===== src/rtl/fetch_pkg.sv =====
// Shared fetch-side definitions: FSM encoding, NOP word and default PC width.
package fetch_pkg;

   localparam int unsigned PC_W_DEF  = 9;
   localparam logic [31:0] NOP_INSTR = 32'h0000_0013;

   typedef enum logic [1:0] {
      S_REQ  = 2'd0,
      S_WAIT = 2'd1,
      S_FULL = 2'd2
   } fetch_state_t;

endpackage


===== src/rtl/fetch_buffer.sv =====
// One-entry holding register for a fetched word that IF/ID could not take yet.
module fetch_buffer
   import fetch_pkg::*;
#(
   parameter int unsigned PC_W = PC_W_DEF
) (
   input  logic            clk,
   input  logic            rst_n,
   input  logic            load_i,
   input  logic            drain_i,
   input  logic            flush_i,
   input  logic [PC_W-1:0] pc_i,
   input  logic [31:0]     data_i,
   output logic            valid_o,
   output logic [PC_W-1:0] pc_o,
   output logic [31:0]     data_o
);

   logic            valid_q;
   logic [PC_W-1:0] pc_q;
   logic [31:0]     data_q;

   // Flush wins over load; load wins over drain.
   always_ff @(posedge clk or negedge rst_n) begin
      if (!rst_n) begin
         valid_q <= 1'b0;
         pc_q    <= '0;
         data_q  <= NOP_INSTR;
      end else if (flush_i) begin
         valid_q <= 1'b0;
      end else if (load_i) begin
         valid_q <= 1'b1;
         pc_q    <= pc_i;
         data_q  <= data_i;
      end else if (drain_i) begin
         valid_q <= 1'b0;
      end
   end

   assign valid_o = valid_q;
   assign pc_o    = pc_q;
   assign data_o  = data_q;

endmodule


===== src/rtl/fetch_stage.sv =====
// Instruction fetch: owns the PC, talks to imem (one outstanding), feeds IF/ID.
module fetch_stage
   import fetch_pkg::*;
#(
   parameter int unsigned     PC_W     = PC_W_DEF,
   parameter logic [PC_W-1:0] RESET_PC = '0
) (
   input  logic            clk,
   input  logic            rst_n,
   input  logic            stall,
   input  logic            pc_sel,
   input  logic [31:0]     br_pc,
   output logic            imem_req_valid,
   input  logic            imem_req_ready,
   output logic [PC_W-1:0] imem_req_addr,
   input  logic            imem_rsp_valid,
   input  logic [31:0]     imem_rsp_data,
   output logic            ifid_valid,
   output logic [PC_W-1:0] ifid_pc,
   output logic [31:0]     ifid_instr,
   output logic            fetch_misalign
);

   localparam logic [PC_W-1:0] PC_INC = PC_W'(4);

   fetch_state_t    state_q, state_d;
   logic [PC_W-1:0] pc_q, pc_d;
   logic [PC_W-1:0] req_pc_q, req_pc_d;
   logic            drop_q, drop_d;
   logic            req_valid_q, req_valid_d;
   logic            ifid_valid_q, ifid_valid_d;
   logic [PC_W-1:0] ifid_pc_q, ifid_pc_d;
   logic [31:0]     ifid_instr_q, ifid_instr_d;
   logic            misalign_q, misalign_d;

   logic            buf_load, buf_drain, buf_flush, buf_valid;
   logic [PC_W-1:0] buf_pc;
   logic [31:0]     buf_data;
   logic            unused_br_hi;

   assign unused_br_hi = ^br_pc[31:PC_W];

   fetch_buffer #(.PC_W(PC_W)) u_buf (
      .clk     (clk),
      .rst_n   (rst_n),
      .load_i  (buf_load),
      .drain_i (buf_drain),
      .flush_i (buf_flush),
      .pc_i    (req_pc_q),
      .data_i  (imem_rsp_data),
      .valid_o (buf_valid),
      .pc_o    (buf_pc),
      .data_o  (buf_data)
   );

   // Next-state: redirect first, then the per-state handshake.
   always_comb begin
      state_d      = state_q;
      pc_d         = pc_q;
      req_pc_d     = req_pc_q;
      drop_d       = drop_q;
      ifid_valid_d = ifid_valid_q;
      ifid_pc_d    = ifid_pc_q;
      ifid_instr_d = ifid_instr_q;
      buf_load     = 1'b0;
      buf_drain    = 1'b0;
      buf_flush    = 1'b0;
      misalign_d   = pc_sel && (br_pc[1:0] != 2'b00);

      if (!stall) ifid_valid_d = 1'b0;

      if (pc_sel) begin
         pc_d         = {br_pc[PC_W-1:2], 2'b00};
         ifid_valid_d = 1'b0;
         buf_flush    = 1'b1;
         drop_d       = 1'b0;
         state_d      = S_REQ;
         // The in-flight word must still be swallowed when it shows up.
         if (state_q == S_WAIT && !imem_rsp_valid) begin
            drop_d  = 1'b1;
            state_d = S_WAIT;
         end
      end else begin
         case (state_q)
            S_REQ: begin
               if (req_valid_q && imem_req_ready) begin
                  req_pc_d = pc_q;
                  state_d  = S_WAIT;
               end
            end
            S_WAIT: begin
               if (imem_rsp_valid) begin
                  if (drop_q) begin
                     drop_d  = 1'b0;
                     state_d = S_REQ;
                  end else begin
                     pc_d = pc_q + PC_INC;
                     if (!ifid_valid_q || !stall) begin
                        ifid_valid_d = 1'b1;
                        ifid_pc_d    = req_pc_q;
                        ifid_instr_d = imem_rsp_data;
                        state_d      = S_REQ;
                     end else begin
                        buf_load = 1'b1;
                        state_d  = S_FULL;
                     end
                  end
               end
            end
            S_FULL: begin
               if (!stall && buf_valid) begin
                  ifid_valid_d = 1'b1;
                  ifid_pc_d    = buf_pc;
                  ifid_instr_d = buf_data;
                  buf_drain    = 1'b1;
                  state_d      = S_REQ;
               end
            end
            default: state_d = S_REQ;
         endcase
      end

      req_valid_d = (state_d == S_REQ);
   end

   always_ff @(posedge clk or negedge rst_n) begin
      if (!rst_n) begin
         state_q      <= S_REQ;
         pc_q         <= RESET_PC;
         req_pc_q     <= RESET_PC;
         drop_q       <= 1'b0;
         req_valid_q  <= 1'b0;
         ifid_valid_q <= 1'b0;
         ifid_pc_q    <= '0;
         ifid_instr_q <= NOP_INSTR;
         misalign_q   <= 1'b0;
      end else begin
         state_q      <= state_d;
         pc_q         <= pc_d;
         req_pc_q     <= req_pc_d;
         drop_q       <= drop_d;
         req_valid_q  <= req_valid_d;
         ifid_valid_q <= ifid_valid_d;
         ifid_pc_q    <= ifid_pc_d;
         ifid_instr_q <= ifid_instr_d;
         misalign_q   <= misalign_d;
      end
   end

   assign imem_req_valid = req_valid_q;
   assign imem_req_addr  = pc_q;
   assign ifid_valid     = ifid_valid_q;
   assign ifid_pc        = ifid_pc_q;
   assign ifid_instr     = ifid_instr_q;
   assign fetch_misalign = misalign_q;

endmodule


===== config.mk =====
export PLATFORM = sky130hd
export DESIGN_NAME = fetch_stage
export DESIGN_NICKNAME = d
export VERILOG_FILES = /design/src/rtl/fetch_pkg.sv /design/src/rtl/fetch_buffer.sv /design/src/rtl/fetch_stage.sv
export SDC_FILE = /design/constraint.sdc
export NUM_CORES = 1
export LEC_CHECK = 0
export ABC_AREA = 1
export BUFFER_PORTS_ARGS = -buffer_cell sky130_fd_sc_hd__buf_2
export CAP_MARGIN = 20
export CORE_MARGIN = 4
export CORE_UTILIZATION = 48
export DETAILED_ROUTE_END_ITERATION = 10
export PLACE_DENSITY = 0.76
export SLEW_MARGIN = 0
export SYNTH_ARGS = -nofsm -noshare
export SYNTH_HDL_FRONTEND = slang
export SYNTH_HIERARCHICAL = 1
export SYNTH_SLANG_ARGS = --single-unit

===== constraint.sdc =====
create_clock -name clk -period 1.5 [get_ports clk]
set_input_delay 0.375 -clock clk [delete_from_list [all_inputs] [get_ports clk]]
set_output_delay 0.375 -clock clk [all_outputs]
set_load 0.02 [all_outputs]

==> results of run 1 <==
metal layers:
layer	wire length, um	GRT usage	up-vias
met2	6220	0.355	184
li1	-	-	2208
met3	871	0.0361	17
met5	0	0	-
met1	5590	0.295	2134
met4	143	0.0703	0
worst max-delay path, cell delays in order (launching register included):
cell     delay, ps
dfrtp_1        400
inv_2           80
ha_4           170
nand3_4         80
inv_2           70
nand2_4         50
nor2_4         170
buf_12         150
nand2_4        120
nand2_2        120
nand2_1         60
sequential cells by signal, indices dropped and copies added, names as in the netlist:
register / cells
fetch_misalign: 1
drop_q: 1
u_buf/valid_o: 1
ifid_valid: 1
u_buf/pc_o: 9
state_q: 2
req_pc_q: 7
imem_req_valid: 1
imem_req_addr: 7
ifid_pc: 9
ifid_instr: 32
u_buf/data_o: 32
final cells by class:
type                    instances  area share
repair buffers                139       0.161
flip-flops and latches        103       0.405
multi-input cells             471       0.365
well taps                     133      0.0260
clock inverters                 7      0.0127
inverters                      19      0.0112
clock buffers                   9      0.0194
worst paths after layout:
kind | endpoint | depth (start not counted)
max | u_buf/pc_o[1] | 10
min | u_buf/data_o[4] | 3
min reg2reg | ifid_instr[4] | 2
min in group asynchronous | ifid_instr[2] | 2
max reg2reg | u_buf/pc_o[1] | 10
max in group asynchronous | ifid_instr[26] | 3
cells in the final DEF (no fill, tap or decap), drive strengths merged, types with 2 or more instances in the layout:
cell and instances:
nand3 89, a21oi 5, ha 5, nor2 11, clkinvlp 3, nand3b 2, o21ai 10, clkbuf 11
xor2 3, dfrtp 97, buf 136, conb 4, nand2 330, inv 21, o211ai 5, dfstp 6
repair_timing:
| action | CTS | global route |
|---|---|---|
| endpoints found under the hold margin | 11 | 0 |
| setup endpoints to repair | 83 | 98 |
| pin swaps | 8 | 11 |
| resized for setup | 31 | 35 |
| setup buffers | 8 | 1 |
| cloned | 4 | 3 |
| hold buffers | 1 | 0 |
power by group:
part / internal (mW) / leakage (nW) / switching, mW / total (mW)
Clock: 0.792 / 0.0940 / 0.983 / 1.78
Sequential: 3.46 / 1.33 / 0.411 / 3.87
Combinational: 1.13 / 2.07 / 1.93 / 3.06
through the flow:
step,hold WS [ps],util
6_report,227,0.642
5_1_grt,217,0.642
4_1_cts,218,0.624
3_5_place_dp,269,0.577
3_3_place_gp,264,0.577
2_1_floorplan,79.4,-
kinds of logic (layout without fill, tap and decap cells):
| logic type | after synthesis | count (layout) | share of synthesized area |
|---|---|---|---|
| AND/OR/NAND/NOR | 432 | 436 | 0.360 |
| other | 1 | 4 | 0.000751 |
| buffers and inverters | 59 | 174 | 0.0736 |
| XOR/XNOR | 3 | 3 | 0.00526 |
| adder cells (fa/ha/maj) | 5 | 5 | 0.0125 |
| flip-flops | 103 | 103 | 0.517 |
| multiplexers | 1 | 1 | 0.00225 |
| AO/OA/AOI/OAI | 22 | 22 | 0.0283 |
==> results.json, run 1 <==
{
  "clk_latency_ps": 350,
  "total_power_mw": 8.70,
  "cts_tree": "built",
  "chipHeight_um": 110,
  "cp-end-kind": "register",
  "start_util": 0.502,
  "globalRouteOverflowTotal": 0,
  "num_vias": 4543,
  "die_w_um": 110,
  "drc": 0,
  "ys_seq_area_frac": 0.517,
  "hold_viol": 0,
  "numCtsBuffers": 9,
  "r2r_slack_ps": -90,
  "place_congestion": 0.834,
  "powerDensity_nw_per_um2": 1360,
  "cp-startpoint": "state_q[1]",
  "fin_crit_ps": 1590,
  "synthTopCellsByCount": "314 x nand2_1, 97 x dfrtp_1, 89 x nand3_1",
  "grt_first_pass_wirelength_mm": 20.8,
  "wl_mm": 12.8,
  "antenna_found_initial": 0,
  "ys_warn_count": 6,
  "cp-start-kind": "register",
  "cp_data_required_time_ps": 1750,
  "ys_seq_elements": 103,
  "rsz0062_at_grt": "true",
  "ctsLongestPathBuffers": 2,
  "clock_skew_ps": 7.45,
  "via_per_inst": 5.16,
  "ioPinCount": 123,
  "yosysUniqueCellTypes": 31,
  "timing.fmax_ghz": 0.630,
  "clockRootBuffer": "clkbuf_8",
  "synth_ff_type": "dfrtp_1",
  "wl_per_cell_um": 14.6,
  "finalCritPeriodShare": 1.06,
  "core_area_um2": 9950,
  "post_dp_cell_area_um2": 5750,
  "ir_drop_mv": 0.613,
  "diodes": 0,
  "dp.cells": 849,
  "setup_slack_ps": -87.7,
  "min-delay-start": "imem_rsp_data[4]",
  "cts.clk_slew.worst_paths_ps": 100,
  "yosysMostFrequentCell": "nand2_1",
  "gr-usage-all-layers": 0.217,
  "fin_nets": 818,
  "maxCapViolations": 0,
  "dr.pass1.iters": 5,
  "min_path_type": "input port to register",
  "fp-row-count": 36,
  "yosysTopAreaCell": "dfrtp_1",
  "layout-drive-gt1-share": 0.311,
  "p_leak_nw": 3.50,
  "hpwl_mm": 8.04,
  "regArea_um2": 2590,
  "dr.first_iter.drc_count": 375,
  "syn_inst": 626,
  "criticalPathCategory": "register to register",
  "setup_violations": 70,
  "cts.sinks": 103,
  "syn_to_final_growth_pct": 27.9,
  "finalMaxSlewViolations": 0,
  "violations": "setup timing",
  "tns_ps": -2760,
  "reg2reg_from": "state_q[1]",
  "postRouteAntennaNets": 0,
  "synth_area_per_cell_um2": 7.98,
  "htreeDepth": 3,
  "dieArea_um2": 12100,
  "worstPathArrival_ps": 1830,
  "outcome": "complete, but fails checks",
  "syn_area_um2": 5000,
  "final_area_um2": 6390,
  "portBuffers": 97,
  "yosys-top-cells-area": "dfrtp_1 49%, nand2_1 24%, nand3_1 8.9%",
  "critPathMaxFanout": 10,
  "synth_edf_count": 0,
  "place_ws_ps": -276,
  "synthArstFlopShare": 1.00,
  "synth_top_area_frac": 0.486,
  "fin_cells": 881,
  "fill_cells": 817,
  "grt_max_degree": 57,
  "grt_pass1_vias": 4405,
  "multi_input_area_um2": 2330
}
Power figures use the tool's default switching activity.
==> run 2, diff against run 1 <==
CORE_ASPECT_RATIO = 2   (was not set)
==> results.json, run 2 (same netlist as run 1, synthesis figures left out) <==
{
  "outcome": "complete, but fails checks",
  "violations": "setup timing",
  "relSlewSlack": 0.502,
  "fp-row-count": 52,
  "final_common_cell": "nand2_1",
  "critPathSlowestCell": "dfrtp_1",
  "fin_nets": 832,
  "ir_drop_mv": 0.794,
  "cp-start-kind": "register",
  "post_dp_cell_area_um2": 5740,
  "cp_data_required_time_ps": 1780,
  "cp-end-kind": "register",
  "fin_crit_ps": 1650,
  "start_util": 0.492,
  "clock_skew_ps": 7.28,
  "core_area_um2": 10100,
  "place_ws_ps": -170,
  "gr-usage-all-layers": 0.231,
  "timing.fmax_ghz": 0.606,
  "crit_family": "buffers and inverters",
  "dieArea_um2": 12200,
  "finalMaxSlewViolations": 0,
  "setup_slack_ps": -149,
  "worstPathArrival_ps": 1930,
  "wl_mm": 15.3,
  "grt_first_pass_wirelength_mm": 22.2,
  "fill_cells": 825,
  "final_core_util": 0.663,
  "dr.first_iter.drc_count": 406,
  "hold_viol": 0,
  "num_vias": 4761,
  "drc": 0,
  "setup_violations": 82,
  "tns_ps": -6840,
  "chipHeight_um": 152,
  "fin_cells": 897,
  "worst_slew_pin_slew_ps": 746,
  "numCtsBuffers": 9,
  "cpMostUsedCell": "buf_6",
  "min_path_type": "input port to register",
  "antenna_found_initial": 0,
  "dp.cells": 856,
  "finalCritPeriodShare": 1.10,
  "whs_ps": 256,
  "htreeDepth": 3,
  "grt_pass1_vias": 4730,
  "diodes": 0,
  "ctsLongestPathBuffers": 2,
  "crit_buf_inv": 4,
  "cp_cell_sequence": "buf_6 -> inv_6 -> ha_4 -> o21ai_4 -> a21oi_4 -> buf_6 -> clkbuf_16 -> nand3_1 -> nand2_1",
  "p_leak_nw": 3.62,
  "wl_per_cell_um": 17.0,
  "total_power_mw": 9.95,
  "ioPinCount": 123,
  "clockRootBuffer": "clkbuf_16",
  "cts_tree": "built",
  "portBuffers": 97,
  "grt_max_degree": 42,
  "postRouteAntennaNets": 0,
  "powerDensity_nw_per_um2": 1480,
  "cts.sinks": 103,
  "critPathMaxFanout": 6,
  "maxCapViolations": 0,
  "via_per_inst": 5.31,
  "cts.clk_slew.worst_paths_ps": 70,
  "layout_common_cells": "259 x nand2_1, 97 x dfrtp_1, 96 x buf_2",
  "clk_latency_ps": 340,
  "criticalPathCategory": "register to register",
  "hpwl_mm": 8.65,
  "max_stage_delay_ps": 420,
  "place_congestion": 0.823,
  "die_w_um": 80.1,
  "layout-drive-gt1-share": 0.353,
  "final_area_um2": 6730,
  "dr.pass1.iters": 5,
  "syn_to_final_growth_pct": 34.6,
  "rsz0062_at_grt": "true",
  "globalRouteOverflowTotal": 0
}
run 2: cell count changes in the layout (fill, tap and decap cells not counted), sizes merged:
cell      previous run  this run
clkinvlp             3         1
inv                 21        20
clkinv               1         2
nand2              330       333
clkbuf              11        15
buf                136       145
run 2: worst reg2reg max path: stages (launching register included):
cell and delay, ps:
dfrtp_1 420, buf_6 150, inv_6 70, ha_4 180, o21ai_4 70, a21oi_4 190
buf_6 180, clkbuf_16 160, nand3_1 80, nand2_1 80
run 2: cell type report:
type / count / area (um2) / share of cell area
sequential: 103 / 2580 / 0.384
multi-input combinational: 474 / 2490 / 0.370
timing repair buffer: 150 / 1120 / 0.166
clock buffer: 11 / 233 / 0.0346
tap: 135 / 169 / 0.0251
inverter: 19 / 76.3 / 0.0113
clock inverter: 5 / 56.3 / 0.00837
run 2: path summary, 6_finish.rpt:
kind,startpoint,endpoint,slack (ps),cells after the start
setup / recovery,state_q[0],ifid_pc[2],-150,9
hold / removal,br_pc[0],fetch_misalign,260,3
setup reg to reg,state_q[0],ifid_pc[2],-150,9
hold reg to reg,ifid_instr[0],ifid_instr[0],470,2
max in group asynchronous,rst_n,u_buf/data_o[27],450,3
min in group asynchronous,rst_n,ifid_pc[8],500,2
run 2: repair_timing:
item	CTS	global route
buffers inserted	5	5
hold buffers	1	0
pin swaps	6	8
resized for setup	38	71
hold endpoints to repair	19	0
setup endpoints to repair	83	90
gates cloned	7	8
run 2: layer usage:
layer / track usage / vias to the layer above / wire length (um) / part of all wire
li1: - / 2236 / - / -
met1: 0.253 / 2264 / 5220 / 0.34
met2: 0.412 / 202 / 8360 / 0.55
met3: 0.0391 / 59 / 874 / 0.057
met4: 0.119 / 0 / 821 / 0.054
met5: 0 / - / 0 / 0
run 2: power by group:
part	internal [mW]	total (mW)	switching [mW]
logic	1.49	3.71	2.22
clock network	1.30	2.31	1.02
registers	3.46	3.92	0.460
